**src/rtl/uart_image_tx_sequencer.sv**
```systemverilog
// rtl/uart_image_tx_sequencer.sv - streams one pixel-RAM frame byte by byte into a UART TX engine
module uart_image_tx_sequencer #(
  parameter int         ADDR_W    = 16,
  parameter int         NUM_BYTES = 16384,
  parameter bit         SYNC_EN   = 1'b1,
  parameter logic [7:0] SYNC_BYTE = 8'hAA
) (
  input  logic              clk_50m,
  input  logic              rst_n,
  input  logic              start,
  input  logic              abort,
  output logic              mem_rd_en,
  output logic [ADDR_W-1:0] mem_addr,
  input  logic [7:0]        mem_data,
  output logic [7:0]        tx_data,
  output logic              tx_wr_en,
  input  logic              tx_busy,
  output logic              busy,
  output logic              done,
  output logic [ADDR_W:0]   bytes_sent
);

  typedef enum logic [2:0] {
    IDLE    = 3'd0,
    READ    = 3'd1,
    LATCH   = 3'd2,
    SEND    = 3'd3,
    WAIT_HI = 3'd4,
    WAIT_LO = 3'd5,
    DRAIN   = 3'd6
  } state_t;

  localparam logic [ADDR_W-1:0] LAST_ADDR = ADDR_W'(NUM_BYTES - 1);

  state_t state, state_nxt;
  // hdr_pass: the byte in flight is the sync header, so mem_addr must not advance after it.
  logic   hdr_pass;
  // fresh: first LATCH cycle after a RAM read, the only cycle mem_data is known valid.
  logic   fresh;

  assign busy = (state != IDLE);

  // State register; reset drops straight back to IDLE regardless of the TX engine.
  always_ff @(posedge clk_50m or negedge rst_n) begin
    if (!rst_n) begin
      state <= IDLE;
    end else begin
      state <= state_nxt;
    end
  end

  // Next-state and single-cycle strobes; abort outranks everything outside IDLE.
  always_comb begin
    state_nxt = state;
    mem_rd_en = 1'b0;
    tx_wr_en  = 1'b0;
    done      = 1'b0;
    case (state)
      IDLE: begin
        if (start && !abort) begin
          state_nxt = SYNC_EN ? LATCH : READ;
        end
      end
      READ: begin
        if (abort) begin
          state_nxt = IDLE;
        end else begin
          mem_rd_en = 1'b1;
          state_nxt = LATCH;
        end
      end
      LATCH: begin
        if (abort) begin
          state_nxt = IDLE;
        end else if (!tx_busy) begin
          state_nxt = SEND;
        end
      end
      SEND: begin
        if (abort) begin
          state_nxt = IDLE;
        end else begin
          tx_wr_en  = 1'b1;
          state_nxt = WAIT_HI;
        end
      end
      WAIT_HI: begin
        if (abort) begin
          state_nxt = DRAIN;
        end else if (tx_busy) begin
          state_nxt = WAIT_LO;
        end
      end
      WAIT_LO: begin
        if (abort) begin
          state_nxt = DRAIN;
        end else if (!tx_busy) begin
          if (hdr_pass) begin
            state_nxt = READ;
          end else if (mem_addr == LAST_ADDR) begin
            state_nxt = IDLE;
            done      = 1'b1;
          end else begin
            state_nxt = READ;
          end
        end
      end
      DRAIN: begin
        if (!tx_busy) begin
          state_nxt = IDLE;
        end
      end
      default: state_nxt = IDLE;
    endcase
  end

  // Datapath: address, byte count and the held TX byte.
  always_ff @(posedge clk_50m or negedge rst_n) begin
    if (!rst_n) begin
      mem_addr   <= '0;
      tx_data    <= 8'h00;
      bytes_sent <= '0;
      hdr_pass   <= 1'b0;
      fresh      <= 1'b0;
    end else begin
      fresh <= (state == READ) && !abort;
      case (state)
        IDLE: begin
          if (start && !abort) begin
            bytes_sent <= '0;
            mem_addr   <= '0;
            hdr_pass   <= SYNC_EN;
            if (SYNC_EN) begin
              tx_data <= SYNC_BYTE;
            end
          end
        end
        LATCH: begin
          // The header pass arrives here without a read, so fresh is low and tx_data is kept.
          if (fresh) begin
            tx_data <= mem_data;
          end
        end
        WAIT_LO: begin
          if (!abort && !tx_busy) begin
            bytes_sent <= bytes_sent + 1'b1;
            if (hdr_pass) begin
              hdr_pass <= 1'b0;
            end else if (mem_addr != LAST_ADDR) begin
              mem_addr <= mem_addr + 1'b1;
            end
          end
        end
        DRAIN: begin
          // The byte already handed to the TX engine still finishes, so it is counted.
          if (!tx_busy) begin
            bytes_sent <= bytes_sent + 1'b1;
            hdr_pass   <= 1'b0;
          end
        end
        default: ;
      endcase
    end
  end

endmodule

```
**config.mk**
```make
export PLATFORM = sky130hd
export DESIGN_NAME = uart_image_tx_sequencer
export DESIGN_NICKNAME = d
export VERILOG_FILES = /design/src/rtl/uart_image_tx_sequencer.sv
export SDC_FILE = /design/constraint.sdc
export NUM_CORES = 1
export LEC_CHECK = 0
export BUFFER_PORTS_ARGS = -buffer_cell sky130_fd_sc_hd__buf_2
export CAP_MARGIN = 20
export CORE_MARGIN = 2
export CORE_UTILIZATION = 49
export DETAILED_ROUTE_END_ITERATION = 16
export PLACE_DENSITY = 0.76
export REMOVE_ABC_BUFFERS = 1
export SLEW_MARGIN = 30
export SYNTH_ARGS = -nofsm -noshare
export SYNTH_HDL_FRONTEND = slang
export SYNTH_SLANG_ARGS = --single-unit
export TNS_END_PERCENT = 50
```
**constraint.sdc**
```tcl
create_clock -name clk_50m -period 1.8 [get_ports clk_50m]
set_input_delay 0.09 -clock clk_50m [delete_from_list [all_inputs] [get_ports clk_50m]]
set_output_delay 0.09 -clock clk_50m [all_outputs]
set_load 0.02 [all_outputs]
```
# After elaboration in Yosys (flattened, before gate mapping)
# Cells that the tools add are included.
[totals]
wordCells = 76
ff_bits = 46
output_inout_bits = 45
input_bits = 13
[classes]
addsub = 2
eq_ne = 17
n_mux = 37
reduce_logical = 14
[op_table]
columns = ["operator", "n"]
rows = [
  ["16-bit 2-to-1 mux", 4],
  ["17-bit 2-to-1 mux", 3],
  ["17-bit one-hot mux with 3 select lines", 1],
  ["16-bit one-hot mux with 2 select lines", 1],
  ["3-bit 2-to-1 mux", 9],
  ["3-bit one-hot mux with 7 select lines", 1],
  ["17-bit by 1-bit adder with 17-bit output, second input constant", 1],
  ["16-bit by 1-bit adder with 16-bit output, second input constant", 1],
  ["16-bit by 14-bit equality test with 1-bit output, second input constant", 1],
  ["8-bit 2-to-1 mux", 2],
  ["16-bit by 14-bit != test with 1-bit output, second input constant", 1],
  ["8-bit one-hot mux with 2 select lines", 1],
  ["1-bit 2-to-1 mux", 13],
  ["2-bit != test, second input constant", 6],
  ["5-bit AND reduction", 2],
  ["3-bit equality test, second input constant", 3],
  ["3-bit != test, second input constant", 3],
  ["3-bit by 2-bit equality test with 1-bit output, second input constant", 2],
  ["3-bit nonzero test", 2],
  ["4-bit AND reduction", 1],
  ["2-bit nonzero test", 2],
  ["3-bit by 1-bit equality test with 1-bit output, second input constant", 1],
  ["1-bit logical AND", 3],
  ["3-bit logical NOT", 1],
  ["4 further kinds", 5],
]

# Depth between registers and ports, before layout
[logic_depth]
word_depth = 6
depth_mapped = 7
depth_no_buf = 5

# Worst setup path before layout
# Ideal clock, no wire load.
[synth_path]
path_kind = "reg2reg"
from = "register mem_addr[4]"
to = "register mem_addr[11]"
slack_ns = -0.173
arrival_ns = 1.896
period_less_slack_ns = 1.973
required_ns = 1.723
path_stages_with_launch = 5
path_cell_list = "dfrtp_1 > or4b_4 > or3_4 > or4_1 > a21oi_1"
[synth_via]
elab_chain_len = 5
[synth_rtl]
columns = ["item", "line", "source"]
rows = [
  ["from (decl)", "13", "output logic [ADDR_W-1:0] mem_addr,"],
  ["from (signal assigned)", "150", "mem_addr <= mem_addr + 1'b1;"],
  ["16-bit by 1-bit adder with 16-bit output", "150", ""],
  ["16-bit 2-to-1 mux", "149", "end else if (mem_addr != LAST_ADDR) begin"],
  ["16-bit 2-to-1 mux", "147", "if (hdr_pass) begin"],
  ["16-bit 2-to-1 mux", "145", "if (!abort && !tx_busy) begin"],
  ["16-bit one-hot mux with 2 select lines", "127", "case (state)"],
]
# Several ways; a longest one is shown, not always the timed one. The select of a mux whose other input is x is not followed.
# A chain may end at the register's enable or synchronous reset.

# Worst setup path in the final report
[layout_path]
from = "register hdr_pass"
to = "register mem_addr[14]"
[layout_via]
elab_chain_len = 2
[layout_rtl]
columns = ["item", "line", "source"]
rows = [
  ["from (decl)", "37", "logic hdr_pass;"],
  ["from (signal assigned)", "123", "hdr_pass <= 1'b0;"],
  ["from (signal assigned)", "132", "hdr_pass <= SYNC_EN;"],
  ["from (signal assigned)", "148", "hdr_pass <= 1'b0;"],
  ["2-bit != test (no line)", "--", ""],
  ["5-bit AND reduction (no line)", "--", ""],
]
# No other way between the ends.

==> qor.csv <==
metric;value;unit
run_status;finished, violations left;
violations;setup timing;
drv_slew;0;
port_buffers;57;
hold_path_class;in2reg;
firstDrtPassIters;4;
place_area;3450;um^2
fill_cells;411;
hold_viol;0;
netlist.area_leader.share;0.424;
start_util;0.499;
synthDistinctLibCells;55;
wl_per_cell;15.2;um
antenna_found_initial;0;
num_rows;27;
min_from;mem_data[2];
setup_viol;10;
instances_no_fill;486;
drtAntennaViolNets;0;
leakagePower;1.81;nW
synth_area;2710;um^2
critical_path_class;reg2reg;
nNetsFinal;428;
critPathLaunch;hdr_pass$_DFFE_PN0P_;
cp.required;2040;ps
synth_edf_count;0;
whs_path_depth;3;
slowest_stage;or4b_4;
synth_flop_cell;dfrtp_1;
power.share.clock;0.221;
layout_setup_ws;-148;ps
grt_pass1_wl;12400;um
yosysSeqAreaShare;0.424;
coreArea;5440;um^2
fin_skew;11.2;ps
crit_buf_inv;0;
synth.area.top_cells;dfrtp_1 42%, mux2i_1 5.9%, nand2_1 5.3%;
dp_hpwl;5080;um
clock_latency;300;ps
cts.path.max_buffers;2;
stdcell_area;3840;um^2
antennaDiodeCount;0;
clkTransAtPathRegs;90;ps
die_w;78.4;um
synth_top_cell_by_area;dfrtp_1;
syn2layout_area_growth;41.5;%
power.switching;0.00110;W
r2r_start;hdr_pass$_DFFE_PN0P_;
r2r_cells;4;
drv_cap;0;
worst_pin_slew;488;ps
cts_tree;yes;
crit_family;simple AND/OR/NAND/NOR gates;
ys_warn_count;0;
p_per_area;785;nW/um^2
maxSlewHeadroom;0.675;
startpoint_type;flip-flop;
ir_drop;0.644;mV
cts.sinks;46;
routed_wl;7390;um
drive_gt1_frac;0.394;
cp.arrival;2190;ps
vias;2767;
finalCritPeriodShare;1.08;
internal_power;0.00191;W
setup_tns;-486;ps
syn_avg_cell_area;9.08;um^2
cts-root-buf;clkbuf_8;
power.share.switching;0.365;
grt_pass1_vias;2653;
crit_chain;or4b_4 > or3_4 > or4_4 > a21oi_2;
cts_buffers;5;
worstSetupEndpointType;flip-flop;
worst-path-max-fanout;5;
dp_cells;470;
grt_max_degree;35;
die_height;78.4;um
hold_ws;36.4;ps
drt_iter0_markers;141;
ios;58;
final_util;0.706;
gr-total-overflow;0;
track_usage;0.253;
viasPerCell;5.69;
drc;0;
syn_inst;299;
yosys_register_bits;46;
combPwrFrac;0.370;
power_frac_seq;0.409;
die-area;6150;um^2
critical_path_depth;4;
slowest_delay;520;ps
rsz0062_at_grt;yes;
htreeDepth;2;
fmax;513;MHz
gp_congestion;0.877;
period_needed;1950;ps
synth-async-reset-ratio;1.00;
[sequential cells by signal, summed over array words and instances (netlist names)]
signal      count
bytes_sent     17
state           3
hdr_pass        1
mem_addr       16
tx_data         8
fresh           1
[path summary, 6_finish.rpt]
check,end,slack [ps]
max,mem_addr[14]$_DFFE_PN0P_,-150
min,tx_data[2]$_DFFE_PN0P_,40
max reg2reg,mem_addr[14]$_DFFE_PN0P_,-150
min reg2reg,tx_data[2]$_DFFE_PN0P_,530
max in group asynchronous,bytes_sent[8]$_DFFE_PN0P_,1020
min in group asynchronous,tx_data[1]$_DFFE_PN0P_,280
[area by class of cell]
cell class,count,area [um^2],share of cell area
clock buffers,7,86.3,0.0225
clock inverters,1,5.00,0.00130
inverters,11,41.3,0.0108
multi-input cells,225,1640,0.427
flip-flops and latches,46,1150,0.300
well taps,72,90.1,0.0235
repair buffers,124,825,0.215
[through the flow]
stage	power [W]	worst slack, ps
3_3_place_gp	0.00222	-108
4_1_cts	0.00295	-116
2_1_floorplan	0.00179	-369
6_report	0.00301	-148
3_5_place_dp	0.00225	-190
5_1_grt	0.00320	-209
[power groups by stage]
stage	Sequential, W	Combinational, W	Clock [W]
CTS	0.00122	0.00104	0.000683
global placement	0.00123	0.000991	0
finish	0.00123	0.00112	0.000666
detailed placement	0.00124	0.00101	0
global route	0.00125	0.00124	0.000719
floorplan	0.00137	0.000427	0
[what timing repair did]
item,4_1_cts,5_1_grt
hold endpoints to repair,19,0
pin swaps,4,5
hold buffers,1,0
setup buffers,3,4
setup endpoints to repair,20,29
gates resized for setup,24,29
[synth_stat cells (3+ instances only)]
library cell	count
a2111oi_0	7
dfrtp_1	46
nor2_1	16
inv_1	11
or4_1	5
o31ai_1	5
clkbuf_1	10
nand4_1	13
a21oi_1	17
and2_1	3
nor4b_1	3
nor3_1	6
and4_1	4
o21ai_0	13
buf_6	3
and3_1	6
nand3_1	12
nand2_1	38
nand2b_1	14
nand3b_1	4
mux2i_1	16
[cells in the final DEF, fill, tap and decap left out, drive strengths merged, types with 2 or more instances in the layout]
master,count
nor2,16
and4,4
o31ai,5
nand3,12
o2bb2a,2
and3b,2
ha,2
nor4b,3
nand2b,14
mux2i,16
clkbuf,7
and3,7
buf,123
nand3b,4
o211ai,2
o22ai,2
a21o,2
or4,5
a211oi,2
nand2,38
o21ai,14
nor3,6
nand4,13
nor4bb,2
a2111oi,7
a31oi,2
or3,4
nor2b,2
and2,3
inv,11
a21oi,17
dfrtp,46
[worst reg2reg max path: cells and delay by family (launching register included)]
| kind | cells | cell delay, ps |
|---|---|---|
| flip-flops | 1 | 390 |
| AND/OR/NAND/NOR | 3 | 1350 |
| AO/OA/AOI/OAI | 1 | 150 |
[logic make-up after synthesis]
| logic type | Yosys count | share of synthesized area |
|---|---|---|
| AOI/OAI and AO/OA | 64 | 0.157 |
| buffers and inverters | 28 | 0.0498 |
| adders and majority gates | 2 | 0.00922 |
| and+or+nand+nor | 141 | 0.294 |
| muxes | 17 | 0.0632 |
| xor gates and xnor gates | 1 | 0.00323 |
| DFF | 46 | 0.424 |
[layer usage]
layer  up-vias  GRT usage  part of all wire
met5         -          0                 0
met4         0     0.0860             0.012
met2        68      0.430              0.52
met1      1357      0.324              0.42
li1       1332          -                 -
met3        10     0.0483             0.043
No activity file was read; power rests on OpenSTA's default activity.
